## config.mk

```make
export PLATFORM = sky130hd
export DESIGN_NAME = shift_add_mult
export DESIGN_NICKNAME = d
export VERILOG_FILES = /design/src/rtl/mult_pkg.sv /design/src/rtl/mult_datapath.sv /design/src/rtl/shift_add_mult.sv
export SDC_FILE = /design/constraint.sdc
export NUM_CORES = 1
export LEC_CHECK = 0
export BUFFER_PORTS_ARGS = -buffer_cell sky130_fd_sc_hd__buf_4
export CORE_MARGIN = 4
export CORE_UTILIZATION = 55
export CTS_CLUSTER_SIZE = 8
export DETAILED_ROUTE_END_ITERATION = 16
export GPL_TIMING_DRIVEN = 0
export HOLD_SLACK_MARGIN = 0.15
export PLACE_DENSITY = 0.86
export SLEW_MARGIN = 20
export SYNTH_ARGS = -nofsm -noshare
export SYNTH_HDL_FRONTEND = slang
export SYNTH_HIERARCHICAL = 1
export SYNTH_SLANG_ARGS = --single-unit
```

## constraint.sdc

```tcl
create_clock -name clk -period 2.5 [get_ports clk]
set_input_delay 0.125 -clock clk [delete_from_list [all_inputs] [get_ports clk]]
set_output_delay 0.125 -clock clk [all_outputs]
set_load 0.005 [all_outputs]
```

## src/rtl/mult_pkg.sv

```systemverilog
// Shared constants for the shift-add multiplier: FSM state encoding and default operand width.
package mult_pkg;

  localparam int WIDTH_DEF = 8;

  typedef enum logic [1:0] {
    IDLE = 2'd0,
    RUN  = 2'd1,
    DONE = 2'd2
  } state_t;

endpackage

```

## src/rtl/mult_datapath.sv

```systemverilog
// Multiplier datapath: operand shift registers, accumulator/adder, step counter and product register.
// Two's complement operands are handled when MULT_SIGNED_EN is defined (magnitudes in, sign fix-up on the result).
module mult_datapath
  import mult_pkg::*;
#(
  parameter int width = WIDTH_DEF
) (
  input  logic                 clk,
  input  logic                 reset,
  input  logic                 load,
  input  logic                 step,
  input  logic [width-1:0]     a,
  input  logic [width-1:0]     b,
  output logic                 last,
  output logic [2*width-1:0]   product
);

  localparam int CW = $clog2(width + 1);

  logic [2*width-1:0] mcand_q, mcand_d;
  logic [2*width-1:0] acc_q, acc_d;
  logic [2*width-1:0] product_q, product_d;
  logic [width-1:0]   mplier_q, mplier_d;
  logic [CW-1:0]      cnt_q, cnt_d;
  logic [width-1:0]   a_mag, b_mag;
  logic [2*width-1:0] result;

`ifdef MULT_SIGNED_EN
  logic neg_q, neg_d;

  // Most negative value maps to 2^(width-1), which still fits unsigned in width bits.
  assign a_mag  = a[width-1] ? -a : a;
  assign b_mag  = b[width-1] ? -b : b;
  assign neg_d  = load ? (a[width-1] ^ b[width-1]) : neg_q;
  assign result = neg_q ? -acc_d : acc_d;

  always_ff @(posedge clk or posedge reset) begin
    if (reset) neg_q <= 1'b0;
    else       neg_q <= neg_d;
  end
`else
  assign a_mag  = a;
  assign b_mag  = b;
  assign result = acc_d;
`endif

  assign last    = (cnt_q == CW'(1));
  assign product = product_q;

  always_comb begin
    mcand_d   = mcand_q;
    mplier_d  = mplier_q;
    acc_d     = acc_q;
    cnt_d     = cnt_q;
    product_d = product_q;
    if (load) begin
      mcand_d  = {{width{1'b0}}, a_mag};
      mplier_d = b_mag;
      acc_d    = '0;
      cnt_d    = CW'(width);
    end else if (step) begin
      if (mplier_q[0]) acc_d = acc_q + mcand_q;
      mcand_d  = mcand_q << 1;
      mplier_d = mplier_q >> 1;
      cnt_d    = cnt_q - CW'(1);
      // The final step's sum goes straight into the product so it is valid with done.
      if (last) product_d = result;
    end
  end

  always_ff @(posedge clk or posedge reset) begin
    if (reset) begin
      mcand_q   <= '0;
      mplier_q  <= '0;
      acc_q     <= '0;
      cnt_q     <= '0;
      product_q <= '0;
    end else begin
      mcand_q   <= mcand_d;
      mplier_q  <= mplier_d;
      acc_q     <= acc_d;
      cnt_q     <= cnt_d;
      product_q <= product_d;
    end
  end

endmodule

```

## src/rtl/shift_add_mult.sv

```systemverilog
// Sequential shift-add multiplier: width cycles busy, then a one-cycle done with a registered product.
// Define MULT_SIGNED_EN for two's complement operands and product; default build is unsigned.
module shift_add_mult
  import mult_pkg::*;
#(
  parameter int width = WIDTH_DEF
) (
  input  logic                 clk,
  input  logic                 reset,
  input  logic                 start,
  input  logic [width-1:0]     a,
  input  logic [width-1:0]     b,
  output logic [2*width-1:0]   product,
  output logic                 busy,
  output logic                 done
);

  state_t state_q, state_d;
  logic   load, step, last;

  always_ff @(posedge clk or posedge reset) begin
    if (reset) state_q <= IDLE;
    else       state_q <= state_d;
  end

  always_comb begin
    state_d = state_q;
    case (state_q)
      IDLE:    if (start) state_d = RUN;
      RUN:     if (last)  state_d = DONE;
      DONE:    state_d = start ? RUN : IDLE;
      default: state_d = IDLE;
    endcase
  end

  // Start is honoured in DONE as well as IDLE so operations can run back to back.
  always_comb begin
    load = start && ((state_q == IDLE) || (state_q == DONE));
    step = (state_q == RUN);
    busy = (state_q == RUN);
    done = (state_q == DONE);
  end

  mult_datapath #(.width(width)) u_datapath (
    .clk     (clk),
    .reset   (reset),
    .load    (load),
    .step    (step),
    .a       (a),
    .b       (b),
    .last    (last),
    .product (product)
  );

endmodule

```

==> impl_metrics.json <==
{
  "status": "finished, final reports clean",
  "gp_congestion": 0.872,
  "cp.arrival_ns": 2.63,
  "core_area_sq_um": 5920,
  "numCtsBuffers": 9,
  "grtUsageTotal_pct": 24.4,
  "antenna_found_initial": 0,
  "relSlewSlack_pct": 52.8,
  "cts_sinks": 62,
  "crit_fanout": 3,
  "cts_max_level": 3,
  "critPathLaunchType": "flop",
  "netlist_area_sq_um": 3360,
  "path_buf_inv": 1,
  "syn_nets": 389,
  "first_iter_violations": 257,
  "totalWireLength_um": 8290,
  "synth_ff_type": "dfrtp_1",
  "path_clk_slew_ns": 0.06,
  "drv_slew": 0,
  "ir_drop_mv": 0.574,
  "port_buffers": 36,
  "viasPerCell": 5.75,
  "synth.most_common_cell": "dfrtp_1",
  "setup-tns-final_ns": 0,
  "period_minus_slack_ns": 2.42,
  "use_met3_pct": 4.75,
  "synth_common_cells": "dfrtp_1, nand2_1, nor2_1",
  "setup_viol": 0,
  "min_period_over_period_pct": 96.8,
  "dp_hpwl_um": 5610,
  "cp.required_ns": 2.71,
  "synth_top_area_cell": "dfrtp_1",
  "synth_area_leaders": "dfrtp_1, mux2i_1, nand2_1, ha_1, o21ai_0",
  "ant_nets": 0,
  "cp-end-kind": "flop",
  "die_x_um": 86.2,
  "synth-seq-area-share_pct": 46.1,
  "cts_tree": "yes",
  "grt_pass1_vias": 2911,
  "dp.cells": 463,
  "power_density_nw_per_um2": 1180,
  "grt_overflow": 0,
  "synthArstFlopShare_pct": 100,
  "multiInputGateArea_sq_um": 1720,
  "cp_cell_sequence": "ha_2 -> inv_2 -> fa_2 -> nor2b_4 -> o31a_1 -> or2_1 -> a41o_1 -> xnor2_1 -> o21ai_2 -> mux2_4",
  "register_area_sq_um": 1550,
  "max_stage_delay_ns": 0.39,
  "gr-max-usage-layer": "met2",
  "ios": 37,
  "nFillCells": 452,
  "synth_cells": 352,
  "ys_types": 49,
  "cts_root_buf": "clkbuf_8",
  "area_delta_synth_final_pct": 22.0,
  "cpMaxStageDelayCell": "dfrtp_1",
  "critPathTopFamily": "compound AO/OA/AOI/OAI gates",
  "clk_latency_ns": 0.33,
  "cts_max_path_buffers": 2,
  "start_util_pct": 56.8,
  "max-cap-violations": 0,
  "grt_pass1_wl_um": 14100,
  "hp-class": "in -> reg",
  "avgSynthCellArea_sq_um": 9.56,
  "grt_max_degree": 61,
  "wl_per_cell_um": 16.8,
  "dieArea_sq_um": 7430,
  "grt_use_met2_pct": 40.1,
  "rsz0062_at_grt": "false",
  "die_h_um": 86.2,
  "critPathKind": "reg -> reg",
  "drive_gt1_share_pct": 17.4,
  "drc": 0,
  "use_met1_pct": 31.8,
  "synth_edf_count": 0,
  "fin_worst_skew_ns": 0.00568,
  "final_cell_count_no_fill": 495,
  "clock.fmax_mhz": 413,
  "first_pass_iters": 5,
  "num_vias": 2846,
  "worst_pin_slew_ns": 0.708,
  "yosysWarnings": 6,
  "synth_top_cell_area_share_pct": 46.1,
  "antenna_cells": 0,
  "hold_viol": 0,
  "synth-seq-cells": 62,
  "p_leak_nw": 2.07,
  "rows": 28,
  "nets": 454
}
metal layers:
metal | wire, um | up-vias
li1 | - | 1354
met1 | 3620 | 1369
met2 | 4030 | 102
met3 | 401 | 21
met4 | 244 | 0
met5 | 0 | -
what timing repair did:
action / in CTS / in global routing
setup buffers: 0 / 1
endpoints found under the setup margin: 0 / 7
endpoints found under the hold margin: 78 / 0
hold buffers: 17 / 0
resized for setup: 0 / 8
placed cells by master (no fill, tap or decap), types with 2 or more instances in the layout:
cell type	n
a41oi_1	2
nor3_1	6
nand3_1	4
xnor2_1	6
clkbuf_8	12
nand2_1	58
and2_1	4
a31oi_1	6
inv_1	9
buf_4	37
buf_1	2
o31ai_1	3
nor2b_4	2
ha_1	16
buf_2	4
a21oi_1	21
and3_1	4
nand3b_1	3
dlygate4sd3_1	17
clkbuf_2	2
or3_1	2
xor2_1	4
mux2_2	5
o21ai_2	2
o21ai_0	25
nor2_1	29
clkbuf_1	10
dfrtp_1	62
nor2b_1	3
mux2i_1	25
nand2b_1	2
and2b_1	2
a211oi_1	2
a21o_1	6
registers in the layout, summed over array words and instances, names as in the netlist:
name and cells:
u_datapath/product 16, u_datapath/cnt_q 4, state_q 2, u_datapath/mcand_q 16
u_datapath/mplier_q 8, u_datapath/acc_q 16
kinds of logic (layout without fill, tap and decap cells):
logic type | Yosys count | count (layout) | synth area share [%]
AO/OA/AOI/OAI | 77 | 77 | 13.8
buffers and inverters | 28 | 96 | 3.31
adder cells (fa/ha/maj) | 18 | 18 | 6.92
multiplexers | 31 | 31 | 9.56
AND/OR/NAND/NOR | 126 | 126 | 17.7
flip-flops | 62 | 62 | 46.1
XOR/XNOR | 10 | 10 | 2.60
stage by stage:
stage	total power [W]	hold slack, ns	area, sq um	setup slack (ns)	util (%)
final	0.00484	0.171	4100	0.0808	69.3
after floorplan	0.00327	-0.134	3360	0.307	-
after global routing	0.00522	0.182	4100	0.0113	69.3
after global placement	0.00383	-0.00826	3730	0.159	63.0
after detailed placement	0.00395	0.0111	3730	0.0799	63.0
after CTS	0.00477	0.160	4080	0.0569	68.8
final timing paths:
check	start	endpoint	slack, ns	depth (start not counted)
min reg2reg	u_datapath/product[2]	u_datapath/product[2]	0.49	2
max	u_datapath/mcand_q[0]	u_datapath/product[10]	0.08	10
max in group asynchronous	reset	u_datapath/mcand_q[11]	1.54	3
min	start	state_q[0]	0.17	3
min in group asynchronous	reset	state_q[0]	0.23	3
max reg2reg	u_datapath/mcand_q[0]	u_datapath/product[10]	0.08	10
worst min-delay path, stage by stage:
cell and delay, ns:
buf_4 0.07, nor2b_1 0.17, a21o_1 0.10
power by group:
group          switching [W]  total (W)  internal, W
clock network       0.000343   0.000772     0.000429
registers           0.000293    0.00169      0.00140
logic                0.00134    0.00237      0.00103
total                0.00198    0.00484      0.00286
cell type report:
cell class                 count  area share [%]
multi-input combinational    262            42.0
sequential                    62            37.8
timing repair buffer          54            10.9
clock buffer                  13            4.12
tap                           75            2.29
buffer                        17            1.74
inverter                      11            1.07
clock inverter                 1           0.122
No activity file was read; power rests on OpenSTA's default activity.
